### src/rtl/quesadilla_fetch_ctrl_if.sv
// quesadilla_fetch_ctrl_if: fetch-controller bundle covering the memory side, the decode side and status.
// master = the fetch controller, slave = the environment (memory, decode, control).
interface quesadilla_fetch_ctrl_if;
  logic        START;
  logic        IMEM_REQ;
  logic [31:0] IMEM_ADDR;
  logic        IMEM_ACK;
  logic [31:0] IMEM_RDATA;
  logic [31:0] InstQ;
  logic [31:0] PC_Q;
  logic        INST_VALID;
  logic        INST_READY;
  logic        BR_TAKEN;
  logic [31:0] BR_TARGET;
  logic        BUSY;
  logic        ERR_Q;
  logic        HALTED;
  modport master (
    input  START, IMEM_ACK, IMEM_RDATA, INST_READY, BR_TAKEN, BR_TARGET,
    output IMEM_REQ, IMEM_ADDR, InstQ, PC_Q, INST_VALID, BUSY, ERR_Q, HALTED
  );
  modport slave (
    output START, IMEM_ACK, IMEM_RDATA, INST_READY, BR_TAKEN, BR_TARGET,
    input  IMEM_REQ, IMEM_ADDR, InstQ, PC_Q, INST_VALID, BUSY, ERR_Q, HALTED
  );
endinterface

### src/rtl/quesadilla_fetch_ctrl.sv
// quesadilla_fetch_ctrl: instruction-fetch sequencer with branch redirect and memory timeout.
// Define QUESADILLA_HALT_EN to stop fetching after handing off HALT_WORD.
module quesadilla_fetch_ctrl #(
  parameter logic [31:0] RESET_PC = 32'h0000_0000,
  parameter int unsigned TIMEOUT  = 16
`ifdef QUESADILLA_HALT_EN
  , parameter logic [31:0] HALT_WORD = 32'hFFFF_FFFF
`endif
) (
  input logic CLK_Q,
  input logic RSTN_Q,
  quesadilla_fetch_ctrl_if.master bus
);
  typedef enum logic [1:0] {
    IDLE, FETCH, OUT
`ifdef QUESADILLA_HALT_EN
    , HALT
`endif
  } state_t;
  localparam logic [7:0] LAST = 8'(TIMEOUT - 1);
  state_t state, state_n, after_out;
  logic [31:0] pc, pc_n, inst, inst_n, pcq, pcq_n;
  logic valid, valid_n, err, err_n, handoff;
  logic [7:0] cnt, cnt_n;
  assign handoff = valid & bus.INST_READY;
`ifdef QUESADILLA_HALT_EN
  assign after_out  = inst == HALT_WORD ? HALT : FETCH;
  assign bus.HALTED = state == HALT;
`else
  assign after_out  = FETCH;
  assign bus.HALTED = 1'b0;
`endif
  always_ff @(posedge CLK_Q) state <= !RSTN_Q ? IDLE : state_n;
  always_ff @(posedge CLK_Q)
    if (!RSTN_Q) begin
      pc    <= RESET_PC;
      inst  <= '0;
      pcq   <= '0;
      valid <= 1'b0;
      err   <= 1'b0;
      cnt   <= '0;
    end else begin
      pc    <= pc_n;
      inst  <= inst_n;
      pcq   <= pcq_n;
      valid <= valid_n;
      err   <= err_n;
      cnt   <= cnt_n;
    end
  // the counter sits at zero outside FETCH so it always starts fresh on entry
  always_comb begin
    state_n = state;
    pc_n    = pc;
    inst_n  = inst;
    pcq_n   = pcq;
    valid_n = valid;
    err_n   = err;
    cnt_n   = '0;
    case (state)
      IDLE: state_n = bus.START ? FETCH : IDLE;
      FETCH: begin
        cnt_n = cnt + 8'd1;
        if (bus.IMEM_ACK) begin
          state_n = OUT;
          inst_n  = bus.IMEM_RDATA;
          pcq_n   = pc;
          pc_n    = pc + 32'd4;
          valid_n = 1'b1;
        end else if (cnt == LAST) begin
          state_n = IDLE;
          err_n   = 1'b1;
        end
      end
      OUT:
        if (handoff) begin
          state_n = after_out;
          valid_n = 1'b0;
          pc_n    = bus.BR_TAKEN ? bus.BR_TARGET & ~32'h3 : pc;
        end
      default: state_n = state;
    endcase
  end
  assign bus.IMEM_REQ   = state == FETCH;
  assign bus.IMEM_ADDR  = pc;
  assign bus.InstQ      = inst;
  assign bus.PC_Q       = pcq;
  assign bus.INST_VALID = valid;
  assign bus.BUSY       = state == FETCH || state == OUT;
  assign bus.ERR_Q      = err;
endmodule

### src/flat_wrapper.sv
// flat-port wrapper written by rule: the top's interface ports become plain ports
module quesadilla_fetch_ctrl_flat 
#(
  parameter logic [31:0] RESET_PC = 32'h0000_0000,
  parameter int unsigned TIMEOUT  = 16

)
  (CLK_Q, RSTN_Q, bus_START, bus_IMEM_ACK, bus_IMEM_RDATA, bus_INST_READY, bus_BR_TAKEN, bus_BR_TARGET, bus_IMEM_REQ, bus_IMEM_ADDR, bus_InstQ, bus_PC_Q, bus_INST_VALID, bus_BUSY, bus_ERR_Q, bus_HALTED);
  quesadilla_fetch_ctrl_if bus_i ();
  input logic CLK_Q;
  input logic RSTN_Q;
  input wire logic [$bits(bus_i.START)-1:0] bus_START;
  input wire logic [$bits(bus_i.IMEM_ACK)-1:0] bus_IMEM_ACK;
  input wire logic [$bits(bus_i.IMEM_RDATA)-1:0] bus_IMEM_RDATA;
  input wire logic [$bits(bus_i.INST_READY)-1:0] bus_INST_READY;
  input wire logic [$bits(bus_i.BR_TAKEN)-1:0] bus_BR_TAKEN;
  input wire logic [$bits(bus_i.BR_TARGET)-1:0] bus_BR_TARGET;
  output wire logic [$bits(bus_i.IMEM_REQ)-1:0] bus_IMEM_REQ;
  output wire logic [$bits(bus_i.IMEM_ADDR)-1:0] bus_IMEM_ADDR;
  output wire logic [$bits(bus_i.InstQ)-1:0] bus_InstQ;
  output wire logic [$bits(bus_i.PC_Q)-1:0] bus_PC_Q;
  output wire logic [$bits(bus_i.INST_VALID)-1:0] bus_INST_VALID;
  output wire logic [$bits(bus_i.BUSY)-1:0] bus_BUSY;
  output wire logic [$bits(bus_i.ERR_Q)-1:0] bus_ERR_Q;
  output wire logic [$bits(bus_i.HALTED)-1:0] bus_HALTED;
  assign bus_i.START = bus_START;
  assign bus_i.IMEM_ACK = bus_IMEM_ACK;
  assign bus_i.IMEM_RDATA = bus_IMEM_RDATA;
  assign bus_i.INST_READY = bus_INST_READY;
  assign bus_i.BR_TAKEN = bus_BR_TAKEN;
  assign bus_i.BR_TARGET = bus_BR_TARGET;
  assign bus_IMEM_REQ = bus_i.IMEM_REQ;
  assign bus_IMEM_ADDR = bus_i.IMEM_ADDR;
  assign bus_InstQ = bus_i.InstQ;
  assign bus_PC_Q = bus_i.PC_Q;
  assign bus_INST_VALID = bus_i.INST_VALID;
  assign bus_BUSY = bus_i.BUSY;
  assign bus_ERR_Q = bus_i.ERR_Q;
  assign bus_HALTED = bus_i.HALTED;
  quesadilla_fetch_ctrl #(.RESET_PC(RESET_PC), .TIMEOUT(TIMEOUT)) u_core (.CLK_Q(CLK_Q), .RSTN_Q(RSTN_Q), .bus(bus_i));
endmodule
### config.mk
export PLATFORM = sky130hd
export DESIGN_NAME = quesadilla_fetch_ctrl_flat
export DESIGN_NICKNAME = d
export VERILOG_FILES = /design/src/rtl/quesadilla_fetch_ctrl_if.sv /design/src/rtl/quesadilla_fetch_ctrl.sv /design/src/flat_wrapper.sv
export SDC_FILE = /design/constraint.sdc
export NUM_CORES = 1
export LEC_CHECK = 0
export CAP_MARGIN = 20
export CORE_ASPECT_RATIO = 1.1
export CORE_MARGIN = 2
export CORE_UTILIZATION = 41
export DETAILED_ROUTE_END_ITERATION = 16
export GPL_TIMING_DRIVEN = 0
export PLACE_DENSITY_LB_ADDON = 0.2
export SYNTH_ARGS = -nofsm -noshare
export SYNTH_HDL_FRONTEND = slang
export SYNTH_SLANG_ARGS = --single-unit
### constraint.sdc
create_clock -name CLK_Q -period 1.8 [get_ports CLK_Q]
set_input_delay 0.54 -clock CLK_Q [delete_from_list [all_inputs] [get_ports CLK_Q]]
set_output_delay 0.54 -clock CLK_Q [all_outputs]
set_load 0.01 [all_outputs]
==> results.md, run 1 <==
- The worst-case IR drop observed on VDD is 0.394 mV.
- The total of buffers placed on input and output ports is 163.
- The total negative slack is 0 ns.
- The CTS tree is built.
- The final antenna-violating net count is 0.
- The source-to-sink clock delay at the later pin of the worst-skew pair is 0.35 ns.
- The count of boundary I/O pins is 171.
- The critical path required time is 1.26 ns.
- The wire length per cell is 17.6 um.
- The initial utilization of the core area, before any placement, comes to 41.7%.
- The share of Yosys cell area claimed by the top area cell type is 43.6%.
- The detailed-route DRC error count is 0.
- Excluding fillers, the count of instances in the completed layout stands at 966.
- The overall routed net length is 17.0 mm.
- The post-synthesis instance area is 4780 um2.
- The number of sinks driven by the clock tree is 104.
- The master of the slowest instance on the critical path is sky130_fd_sc_hd__clkdlybuf4s50_1.
- In this run the power density over the cells is 696 nW/um2.
- The fraction of synthesis flops using an asynchronous set or reset pin is 0%.
- After synthesis, the largest family of logic cells by area is simple AND/OR/NAND/NOR gates.
- Derived from the worst setup path, the maximum achievable clock frequency is 565 MHz.
- The multiplexer share of the synthesized area is 0.629%.
- The number of DRC violations after detailed-routing iteration 0 is 420.
- The min-delay analysis places its worst path in the category reg2reg.
- For this run, the total global-route usage over all layers was measured as 26.2%.
- The setup violation total in the final timing report is 0.
- Routability-driven placement finished with a final weighted congestion of 0.940.
- The final worst setup slack is 0.0288 ns.
- The data arrival time of the critical path is 1.23 ns.
- The total chip power is 5.17 mW.
- The critical path's top delay family is buffers and inverters.
- In the layout the commonest cells are 161 x sky130_fd_sc_hd__nand2_1, 104 x sky130_fd_sc_hd__clkdlybuf4s50_1, 93 x sky130_fd_sc_hd__a21oi_1, 77 x sky130_fd_sc_hd__dfxtp_1, 31 x sky130_fd_sc_hd__dlygate4sd2_1.
- Tracing the worst setup path back leads to its startpoint at u_core.bus.InstQ[12].
- From synthesis to final layout, the design area changed by 55.5%.
- Setup slack on the worst reg-to-reg path comes out at 0.06 ns.
- The cell sitting at the root of the clock tree is a sky130_fd_sc_hd__clkbuf_16.
- The worst clock skew is 0.00661 ns.
- The run finished with clean final reports.
- In this run, synthesis produced a sequential element count of 104.
- The critical path goes through clkdlybuf4s50_1.
- The adder and majority gate portion of the synthesized area is 1.31%.
- The count of antenna diodes in the layout is 0.
- Entering global routing, the biggest net connects 16 pins.
- The delay of the slowest cell on the worst path is 0.55 ns.
- The horizontal extent of the die is 107 um.
- Counting tap cells, the placed design contains a total of 935 instances.
- By startpoint and endpoint, the worst setup path is classified as reg2out.
- Hold timing on the final database bottoms out at a slack of 0.453 ns.
- The number of distinct library cell variants in the gate-level netlist after synthesis is 60.
- After floorplanning, the core was divided into 41 placement rows.
- After clock tree synthesis, the flow added hold-fix buffers numbering 0.
- The number of nets in the final layout is 888.
- The global-route wire length before repair is 25.6 mm.
- Of the available clock period, the critical path in the final layout requires 98.4%.
- The number of antenna violations at the first check in global routing is 0.
- During synthesis, Yosys emitted a total of 0 warnings.
- The analysis attributes to cell leakage a power of 3.18 nW.
- The endpoint type of the worst setup path is an output pin.
- The iteration count of the initial detailed-routing pass is 7.
- By area the synthesized netlist is led by sky130_fd_sc_hd__dfxtp_1 44%, sky130_fd_sc_hd__nand2_1 13%, sky130_fd_sc_hd__a21oi_1 9.7%, sky130_fd_sc_hd__nor2_1 2.4%, sky130_fd_sc_hd__clkbuf_1 2.3%.
- The remaining max-slew budget at the tightest pin is 61.9%.
- The synthesized area per cell is 7.73 um2.
- The number of hold violations in the final report is 0.
- Leaving out fill and tap cells, the most frequent cell in the layout is sky130_fd_sc_hd__nand2_1.
- The buffer and inverter count on the worst path is 1.
- At the pin with the least slew margin, the transition time is 0.571 ns.
- In this run the deepest clock path goes through 2 buffers.
- STA classifies the critical path startpoint as a flop.
- Summing the areas of all xor and xnor instances in the mapped netlist gives 1.83% of the synthesized area.
- After legalization and detailed placement, the total HPWL measured 12.1 mm.
- The final number of max-transition violations is 0.
- The library cell with the largest summed area after synthesis is sky130_fd_sc_hd__dfxtp_1.
- The finished cells cover 7430 um2.
- The startpoint of the most critical hold path is u_core.bus.InstQ[6].
- The die covers 12500 um2.
- The compound-cell area share of the yosys netlist is 21.0%.
- The total clock buffers created by CTS is 9.
- In the synthesized netlist the dominant register cell turns out to be sky130_fd_sc_hd__dfxtp_1.
- The core box area is 11400 um2.
- Measured along the y axis, the die boundary spans 117 um.
- The number of global-route vias before repair is 5055.
- The number of maximum-capacitance violations is 0.
- The share of the core filled with cells in the final layout is 64.9%.
- The startpoint of the worst-slack reg-to-reg timing path is u_core.state[0].
- The routed via count divided by cell count is 5.55.
- The number of synthesized flops with an enable pin is 0.
- The worst slack at placement is -0.990 ns.
- The count of vias placed by the detailed router is 5366.
- The total congestion overflow after global routing is 0.
- The clock period could shrink to 1.77 ns.
- Cells with a size suffix above 1 make up 15.9% of the layout.
- In the synthesized netlist, the number of instances is 618.
- The share of the Yosys chip area taken by registers is 43.6%.
- In this run the number of H-tree levels came out at 3.
- The clock-pin transition on the worst setup and hold timing paths is 0.07 ns.
- Summing the areas of all and, or, nand and nor instances in the mapped netlist gives 26.4% of the synthesized area.
- After detailed placement, the total cell area comes to 6620 um2.
- The maximum fanout count along the critical path is 2.
[state kept, by name, summed over array words and instances, names as in the netlist]
name and count:
u_core.bus.ERR_Q 1, u_core.bus.IMEM_ADDR 30, u_core.bus.INST_VALID 1, u_core.bus.InstQ 32, u_core.bus.PC_Q 30, u_core.cnt 8
u_core.state 2
[kinds of logic (layout without fill, tap and decap cells)]
logic type,count (synthesis),after routing
compound gates,165,165
xor+xnor,10,10
fa+ha+maj,5,5
buf+inv,54,248
flops,104,104
mux,3,3
other cells,1,5
simple gates,276,276
[layout make-up]
cell class	instances	area, um2
Buffer	45	285
Clock buffer	11	243
Clock inverter	3	67.6
Fill cell	989	4010
Inverter	7	41.3
Multi-Input combinational cell	464	2650
Sequential cell	104	2140
Tap cell	150	188
Timing Repair Buffer	182	1810
[where the power goes]
part           switching, mW  leakage, nW  internal (mW)  total, mW
Sequential            0.0363        0.857           2.33       2.37
Combinational          0.373         2.18          0.331      0.704
Clock                  0.853        0.148           1.24       2.10
[per-layer routing]
layer | vias to the layer above | GRT usage, % | wire (um) | part of all wire, %
met5 | - | 0 | 0 | 0
met4 | 0 | 10.8 | 469 | 2.8
li1 | 2549 | - | - | -
met1 | 2509 | 31.7 | 6550 | 38
met2 | 265 | 44.8 | 8290 | 49
met3 | 43 | 6.76 | 1700 | 10
[path summary, 6_finish.rpt]
check                                  end  cells after the start
setup reg to reg  u_core.bus.IMEM_ADDR[28]                      7
hold / removal         u_core.bus.InstQ[6]                      2
hold reg to reg        u_core.bus.InstQ[6]                      2
setup / recovery             bus_InstQ[12]                      1
[Yosys cell counts (all sizes together), types with 4 or more instances]
library cell	instances
inv	6
nand3	16
o221ai	4
nor4	4
nand2	166
o31ai	4
a21oi	93
o32ai	4
xor2	5
a32oi	5
o21ai	19
or4	5
nor3	7
nand4	16
a22oi	10
and2	7
xnor2	5
and3	11
dfxtp	104
buf	16
clkbuf	31
nor2	31
a211oi	6
ha	5
[worst min-delay path, cell delays in order (launching register included)]
cell                      delay (ns)
sky130_fd_sc_hd__dfxtp_1        0.31
sky130_fd_sc_hd__nand2_1        0.05
sky130_fd_sc_hd__a21oi_1        0.05
[repair_timing]
item,in CTS,in global routing
setup buffers,12,7
setup endpoints to repair,127,68
pin swaps,6,11
endpoints found under the hold margin,0,0
resized for setup,125,64
Note: power is estimated with default switching activity, not from simulation.
==> inputs of run 2 (changes only) <==
- CORE_ASPECT_RATIO: 1.1 -> not set
- CORE_UTILIZATION: 41 -> 45
- clock period: 1.8 -> 1.9 ns (I/O delays scaled with it)
==> results.md, run 2 (same netlist as run 1, synthesis figures left out) <==
- Run status: finished with violations (was finished, final reports clean).
- The final reports fail on negative setup slack.
- The half-perimeter wire length after detailed placement is 11.8 mm (was 12.1 mm).
- The maximum number of pins on one net before global-route repair was 18 (was 16).
- The global-route wire length before repair is 25.7 mm (was 25.6 mm).
- The delay of the slowest cell on the worst path was 0.55 ns (about the same).
- The cell area power density is 606 nW/um2 (was 696 nW/um2).
- The total congestion overflow after global routing is 0 (unchanged).
- After layout, the minimum clock period comes to 1.90 ns.
- The cell area after placement was 6590 um2 (was 6620 um2).
- The register-to-register setup slack was 0.05 ns (was 0.06 ns).
- The hold path endpoint is u_core.bus.InstQ[18] (was u_core.bus.InstQ[6]).
- The die extent in y was 107 um (was 117 um).
- The overall routed net length was 16.6 mm (was 17.0 mm).
- The buffer and inverter count on the worst path came to 1 (unchanged).
- The final number of max-transition violations is 0 (unchanged).
- The static leakage power is 2.74 nW (was 3.18 nW).
- The layout overhead on the synthesized area is 50.9% (was 55.5%).
- The startpoint type of the worst setup path is a flop (unchanged).
- The share of the core filled with cells in the final layout was 69.8% (was 64.9%).
- The worst clock skew was 0.0198 ns (was 0.00661 ns).
- The number of global-route vias before repair is 5166 (was 5055).
- The count of boundary I/O pins was 171 (unchanged).
- The startpoint of the most critical hold path is u_core.bus.InstQ[18] (was u_core.bus.InstQ[6]).
- The area enclosed by the die boundary is 11500 um2 (was 12500 um2).
- The number of nets in the final layout is 887 (was 888).
- The data arrival time of the critical path came to 1.33 ns (was 1.23 ns).
- Critical-path cell list: clkdlybuf4s50_1 (unchanged).
- The number of maximum-capacitance violations came to 0 (unchanged).
- The horizontal extent of the die is 107 um (about the same).
- The actual transition at the worst max-transition pin is 0.638 ns (was 0.571 ns).
- The peak supply drop is 0.381 mV (was 0.394 mV).
- The remaining max-slew budget at the tightest pin was 57.5% (was 61.9%).
- The fraction of layout cells with a size suffix above 1 is 14.9% (was 15.9%).
- The final-layout worst hold slack came to 0.458 ns (was 0.453 ns).
- The core box area was 10300 um2 (was 11400 um2).
- The flip-flop count of the largest register after layout is 32 (unchanged).
- The number of instances on the worst hold path is 2 (unchanged).
- The total clock buffers created by CTS came to 9 (unchanged).
- The endpoint type of the worst setup path is an output pin (unchanged).
- The CTS tree is built (unchanged).
- The root buffer cell was sky130_fd_sc_hd__clkbuf_8 (was sky130_fd_sc_hd__clkbuf_16).
- The number of buffers added to fix hold violations after cts is 0 (unchanged).
- The row count is 37 (was 41).
- The routability congestion estimate is 0.955 (was 0.940).
- The number of DRC violations after detailed-routing iteration 0 is 425 (was 420).
- Commonest non-fill, non-tap cells in the layout: 164 x sky130_fd_sc_hd__nand2_1, 138 x sky130_fd_sc_hd__clkdlybuf4s50_1, 93 x sky130_fd_sc_hd__a21oi_1, 75 x sky130_fd_sc_hd__dfxtp_1, 27 x sky130_fd_sc_hd__nor2_1 (was 161 x sky130_fd_sc_hd__nand2_1, 104 x sky130_fd_sc_hd__clkdlybuf4s50_1, 93 x sky130_fd_sc_hd__a21oi_1, 77 x sky130_fd_sc_hd__dfxtp_1, 31 x sky130_fd_sc_hd__dlygate4sd2_1).
- The final antenna-violating net count is 0 (unchanged).
- The maximum count of clock buffers along a single path came to 2 (unchanged).
- The level count of the clock H-tree is 3 (unchanged).
- The master of the slowest instance on the critical path is sky130_fd_sc_hd__clkdlybuf4s50_1 (unchanged).
- The total of buffers placed on input and output ports was 163 (unchanged).
- The total routing resource utilization after global routing is 28.2% (was 26.2%).
- The number of cell instances on the worst register-to-register path came to 7 (unchanged).
- The source-to-sink clock delay at the later pin of the worst-skew pair is 0.38 ns (was 0.35 ns).
- The routed via count divided by cell count is 5.68 (was 5.55).
- The final worst setup slack is -0.00228 ns (was 0.0288 ns).
- In the finished design, the share of the clock period the worst path needs comes to 100%.
- The clock-pin transition on the worst setup and hold timing paths is 0.11 ns (was 0.07 ns).
- Setup repair after global routing could not meet its margin everywhere.
- The critical path's top delay family is buffers and inverters (unchanged).
- The iteration count of the initial detailed-routing pass is 8 (was 7).
- The setup violation total in the final timing report is 1 (was 0).
- The detailed-route DRC error count is 0 (unchanged).
- The number of antenna violations at the first check in global routing came to 1 (was 0).
- The count of vias placed by the detailed router is 5423 (was 5366).
- The reg-to-reg critical path endpoint is u_core.bus.IMEM_ADDR[25] (was u_core.bus.IMEM_ADDR[28]).
- The critical path required time came to 1.33 ns (was 1.26 ns).
- The final instance area is 7210 um2 (was 7430 um2).
- The maximum fanout count along the critical path is 7 (was 2).
- The number of hold violations in the final report is 0 (unchanged).
- The most common cell after layout, fill and taps aside is sky130_fd_sc_hd__nand2_1 (unchanged).
- The peak clock frequency supported by timing is 526 MHz.
- The category of the critical setup timing path is reg2out (unchanged).
- The type of the most critical hold path is reg2reg (unchanged).
- The number of sinks driven by the clock tree was 104 (unchanged).
- The effective utilization at floorplan is 46.3% (was 41.7%).
- The startpoint of the worst-slack reg-to-reg timing path is u_core.bus.IMEM_ADDR[7] (was u_core.state[0]).
- The wire length per cell was 17.4 um (was 17.6 um).
-- run 2: stage by stage --
stage / TNS [ns] / power (mW) / worst slack (ns) / cells
final: -0.00228 / 4.37 / -0.00228 / 954
after global routing: -1.27 / 4.50 / -0.0694 / 954
after CTS: -0.0139 / 4.34 / -0.0139 / 942
after detailed placement: -62.05 / 2.88 / -0.926 / 921
after global placement: -58.20 / 2.87 / -0.897 / 921
after floorplan: 0 / 2.55 / 0.0777 / 622
-- run 2: timing repair --
action                                 CTS  global route
setup endpoints to repair              125            98
buffers inserted                         7            11
resized for setup                       97            37
endpoints found under the hold margin    0             0
pin swaps                                4             6
cloned                                   0             0
-- run 2: worst max path at each step --
| stage | start | end | slack (ns) | cells past startpoint |
|---|---|---|---|---|
| 2_1_floorplan | u_core.state[1] | u_core.bus.IMEM_ADDR[2] | 0.08 | 7 |
| 3_3_place_gp | bus_INST_READY | u_core.bus.IMEM_ADDR[19] | -0.90 | 7 |
| 3_5_place_dp | bus_INST_READY | u_core.bus.IMEM_ADDR[19] | -0.93 | 7 |
| 4_1_cts | u_core.state[0] | bus_BUSY | -0.01 | 4 |
| 5_1_grt | bus_IMEM_ACK | u_core.bus.IMEM_ADDR[17] | -0.07 | 5 |
| 6_report | u_core.bus.IMEM_ADDR[20] | bus_IMEM_ADDR[20] | -0.002 | 1 |
-- run 2: where the power goes --
group          switching, mW  total [mW]  internal (mW)
clock network          0.816        1.47          0.657
registers             0.0331        2.23           2.20
logic                  0.343       0.661          0.318
-- run 2: final cells by class --
class                      count  area [um2]
sequential                   104        2160
multi-input combinational    464        2590
antenna                        1        2.50
inverter                       7        33.8
clock inverter                 5        62.6
clock buffer                  11         141
tap                          136         170
timing repair buffer         181        1780
buffer                        45         263
fill                         827        3120
-- run 2: metal layers --
| layer | GRT usage [%] | part of all wire (%) |
|---|---|---|
| met3 | 6.99 | 10 |
| met1 | 33.8 | 39 |
| met2 | 47.9 | 47 |
| met4 | 11.9 | 3.3 |
| met5 | 0 | 0 |
